<file path="config.mk">
export PLATFORM = sky130hd
export DESIGN_NAME = sram_port_arbiter_flat
export DESIGN_NICKNAME = d
export VERILOG_FILES = /design/src/rtl/sram_port_arbiter_if.sv /design/src/rtl/sram_port_arbiter.sv /design/src/flat_wrapper.sv
export SDC_FILE = /design/constraint.sdc
export NUM_CORES = 1
export LEC_CHECK = 0
export BUFFER_PORTS_ARGS = -buffer_cell sky130_fd_sc_hd__clkbuf_2
export CAP_MARGIN = 5
export CORE_AREA = 4 4 113 115
export DETAILED_ROUTE_END_ITERATION = 8
export DIE_AREA = 0 0 117 119
export GPL_ROUTABILITY_DRIVEN = 0
export PLACE_DENSITY = 0.6
export SLEW_MARGIN = 0
export SYNTH_ARGS = -nofsm -noshare
export SYNTH_HDL_FRONTEND = slang
export SYNTH_SLANG_ARGS = --single-unit
</file>
<file path="constraint.sdc">
create_clock -name clka -period 2.2 [get_ports clka]
set_input_delay 0.44 -clock clka [delete_from_list [all_inputs] [get_ports clka]]
set_output_delay 0.44 -clock clka [all_outputs]
set_load 0.01 [all_outputs]
</file>
<file path="src/rtl/sram_port_arbiter_if.sv">
// Bus bundle between the IF/LS requesters, the SRAM port arbiter and the SRAM wrapper.
// The arbiter uses the slave modport; the pipeline/SRAM side uses master.
interface sram_port_arbiter_if #(
  parameter int ADDR_W = 32,
  parameter int DATA_W = 32
);
  logic              if_req;
  logic [ADDR_W-1:0] if_addr;
  logic              if_gnt;
  logic              if_rvalid;
  logic [DATA_W-1:0] if_rdata;

  logic              ls_req;
  logic              ls_we;
  logic [ADDR_W-1:0] ls_addr;
  logic [DATA_W-1:0] ls_wdata;
  logic              ls_gnt;
  logic              ls_rvalid;
  logic [DATA_W-1:0] ls_rdata;

  logic              sram_wea;
  logic [ADDR_W-1:0] sram_waddr;
  logic [DATA_W-1:0] sram_dina;
  logic [ADDR_W-1:0] sram_addra;
  logic [DATA_W-1:0] sram_douta;

  modport slave (
    input  if_req, if_addr, ls_req, ls_we, ls_addr, ls_wdata, sram_douta,
    output if_gnt, if_rvalid, if_rdata, ls_gnt, ls_rvalid, ls_rdata,
           sram_wea, sram_waddr, sram_dina, sram_addra
  );

  modport master (
    output if_req, if_addr, ls_req, ls_we, ls_addr, ls_wdata, sram_douta,
    input  if_gnt, if_rvalid, if_rdata, ls_gnt, ls_rvalid, ls_rdata,
           sram_wea, sram_waddr, sram_dina, sram_addra
  );
endinterface

</file>
<file path="src/rtl/sram_port_arbiter.sv">
// Single-port SRAM arbiter: LS has fixed priority, IF wins after MAX_STARVE denied cycles.
// Define SRAM_ARB_PERF_EN to add the perf_conflict / perf_if_stall counters.
//   state    | meaning
//   OWN_NONE | no read response due this cycle
//   OWN_IF   | rdata_q holds the IF read granted last cycle
//   OWN_LS   | rdata_q holds the LS read granted last cycle
module sram_port_arbiter #(
  parameter int ADDR_W     = 32,
  parameter int DATA_W     = 32,
  parameter int MAX_STARVE = 4
) (
  input  logic                clka,
  input  logic                rstb,
  sram_port_arbiter_if.slave  bus
`ifdef SRAM_ARB_PERF_EN
  ,
  output logic [31:0]         perf_conflict,
  output logic [31:0]         perf_if_stall
`endif
);

  typedef enum logic [1:0] {OWN_NONE, OWN_IF, OWN_LS} owner_e;

  localparam logic [3:0] STARVE_LIMIT = 4'(MAX_STARVE);

  owner_e            rsp_owner_q, rsp_owner_d;
  logic [3:0]        starve_cnt_q, starve_cnt_d;
  logic [DATA_W-1:0] rdata_q, rdata_d;
  logic              if_gnt, ls_gnt, rd_gnt;

  always_comb begin
    if_gnt       = bus.if_req & (~bus.ls_req | (starve_cnt_q == STARVE_LIMIT));
    ls_gnt       = bus.ls_req & ~if_gnt;
    rd_gnt       = if_gnt | (ls_gnt & ~bus.ls_we);

    rsp_owner_d  = OWN_NONE;
    if (if_gnt) begin
      rsp_owner_d = OWN_IF;
    end else if (ls_gnt && !bus.ls_we) begin
      rsp_owner_d = OWN_LS;
    end

    rdata_d      = rd_gnt ? bus.sram_douta : rdata_q;

    starve_cnt_d = '0;
    if (bus.if_req && !if_gnt) begin
      starve_cnt_d = (starve_cnt_q == STARVE_LIMIT) ? starve_cnt_q : starve_cnt_q + 4'd1;
    end
  end

  always_ff @(posedge clka or posedge rstb) begin
    if (rstb) begin
      rsp_owner_q  <= OWN_NONE;
      starve_cnt_q <= '0;
      rdata_q      <= '0;
    end else begin
      rsp_owner_q  <= rsp_owner_d;
      starve_cnt_q <= starve_cnt_d;
      rdata_q      <= rdata_d;
    end
  end

  // Idle cycles park the SRAM port at all-zero so nothing downstream sees stale addresses.
  assign bus.if_gnt     = if_gnt;
  assign bus.ls_gnt     = ls_gnt;
  assign bus.sram_addra = if_gnt ? bus.if_addr : (ls_gnt ? bus.ls_addr : '0);
  assign bus.sram_waddr = if_gnt ? bus.if_addr : (ls_gnt ? bus.ls_addr : '0);
  assign bus.sram_wea   = ls_gnt & bus.ls_we;
  assign bus.sram_dina  = ls_gnt ? bus.ls_wdata : '0;

  assign bus.if_rvalid  = (rsp_owner_q == OWN_IF);
  assign bus.ls_rvalid  = (rsp_owner_q == OWN_LS);
  assign bus.if_rdata   = (rsp_owner_q == OWN_IF) ? rdata_q : '0;
  assign bus.ls_rdata   = (rsp_owner_q == OWN_LS) ? rdata_q : '0;

`ifdef SRAM_ARB_PERF_EN
  logic [31:0] perf_conflict_q, perf_conflict_d;
  logic [31:0] perf_if_stall_q, perf_if_stall_d;

  always_comb begin
    perf_conflict_d = perf_conflict_q + 32'(bus.if_req & bus.ls_req);
    perf_if_stall_d = perf_if_stall_q + 32'(bus.if_req & ~if_gnt);
  end

  always_ff @(posedge clka or posedge rstb) begin
    if (rstb) begin
      perf_conflict_q <= '0;
      perf_if_stall_q <= '0;
    end else begin
      perf_conflict_q <= perf_conflict_d;
      perf_if_stall_q <= perf_if_stall_d;
    end
  end

  assign perf_conflict = perf_conflict_q;
  assign perf_if_stall = perf_if_stall_q;
`endif

endmodule

</file>
<file path="src/flat_wrapper.sv">
// flat-port wrapper written by rule: the top's interface ports become plain ports
module sram_port_arbiter_flat 
#(
  parameter int ADDR_W     = 32,
  parameter int DATA_W     = 32,
  parameter int MAX_STARVE = 4
)
  (clka, rstb, bus_if_req, bus_if_addr, bus_ls_req, bus_ls_we, bus_ls_addr, bus_ls_wdata, bus_sram_douta, bus_if_gnt, bus_if_rvalid, bus_if_rdata, bus_ls_gnt, bus_ls_rvalid, bus_ls_rdata, bus_sram_wea, bus_sram_waddr, bus_sram_dina, bus_sram_addra);
  sram_port_arbiter_if #(.ADDR_W(ADDR_W), .DATA_W(DATA_W)) bus_i ();
  input  logic clka;
  input  logic rstb;
  input wire logic [$bits(bus_i.if_req)-1:0] bus_if_req;
  input wire logic [$bits(bus_i.if_addr)-1:0] bus_if_addr;
  input wire logic [$bits(bus_i.ls_req)-1:0] bus_ls_req;
  input wire logic [$bits(bus_i.ls_we)-1:0] bus_ls_we;
  input wire logic [$bits(bus_i.ls_addr)-1:0] bus_ls_addr;
  input wire logic [$bits(bus_i.ls_wdata)-1:0] bus_ls_wdata;
  input wire logic [$bits(bus_i.sram_douta)-1:0] bus_sram_douta;
  output wire logic [$bits(bus_i.if_gnt)-1:0] bus_if_gnt;
  output wire logic [$bits(bus_i.if_rvalid)-1:0] bus_if_rvalid;
  output wire logic [$bits(bus_i.if_rdata)-1:0] bus_if_rdata;
  output wire logic [$bits(bus_i.ls_gnt)-1:0] bus_ls_gnt;
  output wire logic [$bits(bus_i.ls_rvalid)-1:0] bus_ls_rvalid;
  output wire logic [$bits(bus_i.ls_rdata)-1:0] bus_ls_rdata;
  output wire logic [$bits(bus_i.sram_wea)-1:0] bus_sram_wea;
  output wire logic [$bits(bus_i.sram_waddr)-1:0] bus_sram_waddr;
  output wire logic [$bits(bus_i.sram_dina)-1:0] bus_sram_dina;
  output wire logic [$bits(bus_i.sram_addra)-1:0] bus_sram_addra;
  assign bus_i.if_req = bus_if_req;
  assign bus_i.if_addr = bus_if_addr;
  assign bus_i.ls_req = bus_ls_req;
  assign bus_i.ls_we = bus_ls_we;
  assign bus_i.ls_addr = bus_ls_addr;
  assign bus_i.ls_wdata = bus_ls_wdata;
  assign bus_i.sram_douta = bus_sram_douta;
  assign bus_if_gnt = bus_i.if_gnt;
  assign bus_if_rvalid = bus_i.if_rvalid;
  assign bus_if_rdata = bus_i.if_rdata;
  assign bus_ls_gnt = bus_i.ls_gnt;
  assign bus_ls_rvalid = bus_i.ls_rvalid;
  assign bus_ls_rdata = bus_i.ls_rdata;
  assign bus_sram_wea = bus_i.sram_wea;
  assign bus_sram_waddr = bus_i.sram_waddr;
  assign bus_sram_dina = bus_i.sram_dina;
  assign bus_sram_addra = bus_i.sram_addra;
  sram_port_arbiter #(.ADDR_W(ADDR_W), .DATA_W(DATA_W), .MAX_STARVE(MAX_STARVE)) u_core (.clka(clka), .rstb(rstb), .bus(bus_i));
endmodule
</file>
== Yosys cells after proc, flatten, opt, wreduce, memory -nomap -nowiden ==
Cells that the tools add are included.

* Memory bits (read-only): 0
* Memory bits (writable): 0
* Latch bits: 0
* Register bits after elaboration: 38
* Logic and storage cells: 30
* Memories kept: 0
* Output and inout port bits: 165

* Muxes and demuxes: 9
* $mul: 0
* Shift-type cells: 0
* Reductions and logical operators: 4
* $add $sub $neg: 1
* Bitwise gates (word level): 9
* Eq/ne operators: 4
* $lt $le $gt $ge: 0
* Divide/modulo/power cells: 0

{| class="wikitable"
|+ Operators with widths
! kind !! count
|-
| 32-bit 2-to-1 mux || 5
|-
| 4-bit 2-to-1 mux || 2
|-
| 4-bit by 1-bit adder with 4-bit output (second input constant) || 1
|-
| 1-bit AND || 4
|-
| 4-bit by 3-bit equality test with 1-bit output (second input constant) || 1
|-
| 2-bit 2-to-1 mux || 2
|-
| 1-bit NOT || 3
|-
| 2-bit by 1-bit equality test with 1-bit output (second input constant) || 1
|-
| 2-bit equality test (second input constant) || 1
|-
| 1-bit logical AND || 2
|-
| 1-bit logical NOT || 2
|-
| 2-bit inequality test (second input constant) || 1
|-
| 1-bit bitwise OR || 2
|}

== Longest topological paths before layout ==
* Word-level depth: 8
* Mapped depth: 8

== Worst setup path after synthesis ==
Ideal clock, no wire load.

* Kind: register -> output
* Start point: reg u_core.starve_cnt_q[0]
* End point: out bus_sram_waddr[23]
* Arrival time: 1.642 ns
* Data required time: 1.760 ns
* Cell stages (with the launch flop): 9
* Setup slack: 0.118 ns
* Cells stage by stage: dfrtp_1 -> inv_1 -> ha_1 -> nand4b_4 -> and2_1 -> buf_6 -> buf_6 -> a22o_1 -> buf_4

* Cells in the longest elaborated chain, start to end: 7

{| class="wikitable"
|+ Ends and longest elaborated chain
! element !! line !! text
|-
| start, declared || sram_port_arbiter.sv:27 || <nowiki>logic [3:0] starve_cnt_q, starve_cnt_d;</nowiki>
|-
| start signal, assigned || sram_port_arbiter.sv:58 || <nowiki>starve_cnt_q <= starve_cnt_d;</nowiki>
|-
| 4-bit by 3-bit equality test with 1-bit output || sram_port_arbiter.sv:32 || <nowiki>if_gnt = bus.if_req & (~bus.ls_req | (starve_cnt_q == STARVE_LIMIT));</nowiki>
|-
| 1-bit bitwise OR || sram_port_arbiter.sv:32 ||
|-
| 1-bit AND || sram_port_arbiter.sv:32 ||
|-
| 1-bit NOT || sram_port_arbiter.sv:33 || <nowiki>ls_gnt = bus.ls_req & ~if_gnt;</nowiki>
|-
| 1-bit AND || sram_port_arbiter.sv:33 ||
|-
| named net bus_ls_gnt || flat_wrapper.sv:22 || <nowiki>output wire logic [$bits(bus_i.ls_gnt)-1:0] bus_ls_gnt;</nowiki>
|-
| 32-bit 2-to-1 mux (2 in series) || n/a ||
|-
| end, declared || flat_wrapper.sv:26 || <nowiki>output wire logic [$bits(bus_i.sram_waddr)-1:0] bus_sram_waddr;</nowiki>
|}

The timed path passes the listed nets, and every way through them passes these cells.

== Worst setup path after layout ==
* Start point: reg u_core.starve_cnt_q[1]
* End point: out bus_sram_addra[15]

* Cells in the longest elaborated chain, start to end: 7

{| class="wikitable"
|+ Ends and longest elaborated chain
! element !! line !! text
|-
| 4-bit by 3-bit equality test with 1-bit output (*) || sram_port_arbiter.sv:32 ||
|-
| 1-bit bitwise OR (*) || sram_port_arbiter.sv:32 ||
|-
| 1-bit AND (*) || sram_port_arbiter.sv:32 ||
|-
| 1-bit NOT || sram_port_arbiter.sv:33 ||
|-
| 1-bit AND || sram_port_arbiter.sv:33 ||
|-
| 32-bit 2-to-1 mux || sram_port_arbiter.sv:66 || <nowiki>assign bus.sram_addra = if_gnt ? bus.if_addr : (ls_gnt ? bus.ls_addr : '0);</nowiki>
|-
| 32-bit 2-to-1 mux (*) || sram_port_arbiter.sv:66 ||
|-
| end, declared || flat_wrapper.sv:28 || <nowiki>output wire logic [$bits(bus_i.sram_addra)-1:0] bus_sram_addra;</nowiki>
|}

Mark *: on every way between the ends. The rest lies on a longest branch, timed or not.

==> results.tsv <==
stage	metric	value	unit
run_status	status	complete, but fails checks	
run_status	failing checks	setup timing	
cts	insertion delay to the later sink of the worst-skew pair	0.28	ns
cts	number of buffers created by CTS	5	
sta	Final setup viols	9	
global_route	Total GRT Usage	13.7	%
logic_synthesis	Syn. warnings	0	
sta	relative slew slack	68.4	%
pwr	Max rail drop VDD	265	µV
finish	Final nets	675	
route	Iteration-0 DRC Markers	109	
pwr	Clock Power Share	36.7	%
sta	Worst-Margin Slew	0.473	ns
floorplan	Die Width	117	µm
route	Antenna Nets Post-Route	0	
floorplan	# rows	40	
floorplan	I/O pins	298	
floorplan	die area	13900	µm²
sta	RSZ-0062 raised after global routing	yes	
route	DR pass1 iterations	4	
finish	Antenna diodes	0	
global_route	grt peak-use layer	met2	
setup_path	crit path kind	reg2out	
pwr	Comb power frac	30.3	%
pwr	Net Sw Frac	27.2	%
pwr	P_sw	0.688	mW
sta	clock skew	0.00415	ns
logic_synthesis	mean post-synth cell area	9.84	µm²
pwr	power per cell area	561	nW/µm²
route	final WL	10.2	mm
logic_synthesis	Netlist cell types	23	
sta	setup TNS	-0.0778	ns
sta	fmax	0.452	GHz
pwr	P_int	1.84	mW
logic_synthesis	Syn Inst Count	278	
global_route	first-pass GRT wire length	15.4	mm
route	Via density	4.35	
logic_synthesis	syn_nets	413	
pwr	Flop pwr share	33.0	%
route	DRC	0	
sta	Fin. Hold Viols	0	
finish	layout cell share with drive strength beyond 1	65.8	%
global_route	grt total ovfl	0	
global_route	met1 usage	16.0	%
finish	Fill cells	1186	
finish	post-layout util	38.2	%
cts	CTS tree	built	
global_route	met3 Usage GRT	3.10	%
global_route	largest net degree at the start of global routing	39	
cts	# H-tree levels	2	
pwr	Leak	2.65	nW
floorplan	Vert. Die Dim	119	µm
hold_path	Tightest Hold Check Type	in2async	
setup_path	CP Data Required Time	1.76	ns
logic_synthesis	post-synthesis sequential area ratio	34.8	%
global_route	vias in the first global route	3056	
global_route	antenna violations before repair	0	
cts	clk slew on worst S/H paths	0.06	ns
place	Buffers on Ports	297	
setup_path	WP data arrival	1.77	ns
logic_synthesis	area of the mapped netlist	2740	µm²
sta	Final period util	101	%
cts	hold buffers post-CTS	0	
setup_path	critical path peak fanout	8	
logic_synthesis	#FFs+latches synth	38	
cts	CTS root buf	clkbuf_16	
sta	crit path time final	2.21	ns
setup_path	CP endpoint kind	output pin	
route	WL/cell	14.8	µm
floorplan	core footprint	11800	µm²
place	hpwl dp	8.35	mm
cts	maximum root-to-sink buffer count	2	
global_route	GR Util met2	24.7	%
setup_path	CP Launch Type	flop	
sta	Setup WS post-layout	-0.0143	ns
sta	Final Slew Violations	0	
finish	Area growth, synth to finish	64.9	%
run	Max-Cap Viols	0	
route	Vias	2992	
floorplan	Initial Util	23.2	%
cts	Sink Count	38	
-- final cells by class --
type                            instances  area (µm²)  share of cell area [%]
Clock buffer                            5         125                    2.77
Clock inverter                          3        68.8                    1.53
Inverter                                4        15.0                   0.333
Multi-Input combinational cell        181        1430                    31.7
Sequential cell                        38         951                    21.1
Tap cell                              147         184                    4.08
Timing Repair Buffer                  310        1740                    38.5
-- cell usage after synthesis --
cell type | count | area [µm²]
and2_1 | 65 | 407
dfrtp_1 | 38 | 951
buf_4 | 35 | 263
and3_1 | 33 | 206
a22o_1 | 32 | 280
mux2_2 | 31 | 349
clkbuf_1 | 12 | 45.0
buf_6 | 4 | 45.0
inv_1 | 4 | 15.0
nor2_1 | 4 | 15.0
buf_2 | 3 | 15.0
nor2b_1 | 3 | 18.8
ha_1 | 2 | 25.0
nand2_1 | 2 | 7.51
nand2b_1 | 2 | 12.5
clkbuf_2 | 1 | 5.00
mux2_1 | 1 | 11.3
nand3_1 | 1 | 5.00
nand3_2 | 1 | 10.0
nand4b_4 | 1 | 23.8
o211ai_1 | 1 | 7.51
xnor2_1 | 1 | 8.76
xor2_1 | 1 | 8.76
-- sequential cells by signal, summed over array words and instances, names as in the netlist --
name and flops:
u_core.rsp_owner_q 2, u_core.rdata_q 32, u_core.starve_cnt_q 4
-- power groups by stage --
stage / Sequential (mW) / Clock (mW) / Combinational, mW
floorplan: 0.828 / 0 / 0.445
global placement: 0.841 / 0 / 0.724
detailed placement: 0.849 / 0 / 0.733
CTS: 0.835 / 0.965 / 0.756
global route: 0.846 / 0.990 / 0.838
finish: 0.834 / 0.927 / 0.767
-- final timing paths --
path	start	end	slack, ns	depth (start not counted)
worst min-delay path	rstb	u_core.rdata_q[14]	0.25	3
worst max register to register	u_core.starve_cnt_q[1]	u_core.rdata_q[29]	0.35	8
max in group asynchronous	rstb	u_core.rdata_q[22]	1.62	3
worst min register to register	u_core.rdata_q[29]	u_core.rdata_q[29]	0.52	1
min in group clka	bus_ls_we	u_core.rsp_owner_q[1]	0.38	2
worst max-delay path	u_core.starve_cnt_q[1]	bus_sram_addra[15]	-0.01	7
-- critical path, stage by stage (launching register included) --
cell	delay [ns]
dfrtp_1	0.39
inv_1	0.06
ha_2	0.19
nand4b_4	0.11
and2_4	0.19
clkbuf_16	0.17
a22o_4	0.26
buf_6	0.12
-- logic make-up (layout without fill, tap and decap cells) --
| family | Yosys count | count (layout) | synth area share (%) |
|---|---|---|---|
| and+or+nand+nor | 112 | 112 | 25.8 |
| buffers and inverters | 59 | 322 | 14.2 |
| DFF | 38 | 38 | 34.8 |
| AOI/OAI and AO/OA | 33 | 33 | 10.5 |
| muxes | 32 | 32 | 13.2 |
| adders and majority gates | 2 | 2 | 0.915 |
| xor gates and xnor gates | 2 | 2 | 0.641 |
-- stage by stage --
step / area, µm² / setup WS, ns / hold slack, ns / instances / total power, mW
2_1_floorplan: 2740 / 0.118 / 0.454 / 278 / 1.27
3_3_place_gp: 4130 / 0.207 / 0.468 / 675 / 1.57
3_5_place_dp: 4130 / 0.195 / 0.483 / 675 / 1.58
4_1_cts: 4410 / -0.0134 / 0.269 / 686 / 2.56
5_1_grt: 4510 / -0.0908 / 0.326 / 688 / 2.67
6_report: 4510 / -0.0143 / 0.249 / 688 / 2.53
-- layer usage --
metal,up-vias,share of wire (%)
li1,1449,-
met1,1370,38
met2,163,52
met3,10,8.8
met4,0,1.3
met5,-,0
-- repair_timing --
item | in CTS | in global routing
gates resized for setup | 7 | 29
cloned | 1 | 1
pin swaps | 20 | 14
buffers inserted | 2 | 1
setup endpoints to repair | 64 | 64
-- layout by cell type, fill, tap and decap left out, drive strengths merged, types with 2 or more instances in the layout --
master	netlist	layout
a22o	32	32
and2	65	65
and3	33	33
buf	42	28
bufinv	0	2
clkbuf	13	287
dfrtp	38	38
ha	2	2
inv	4	4
mux2	32	32
nand2	2	2
nand2b	2	2
nand3	2	2
nor2	4	4
nor2b	3	3
Note: power is estimated with default switching activity, not from simulation.
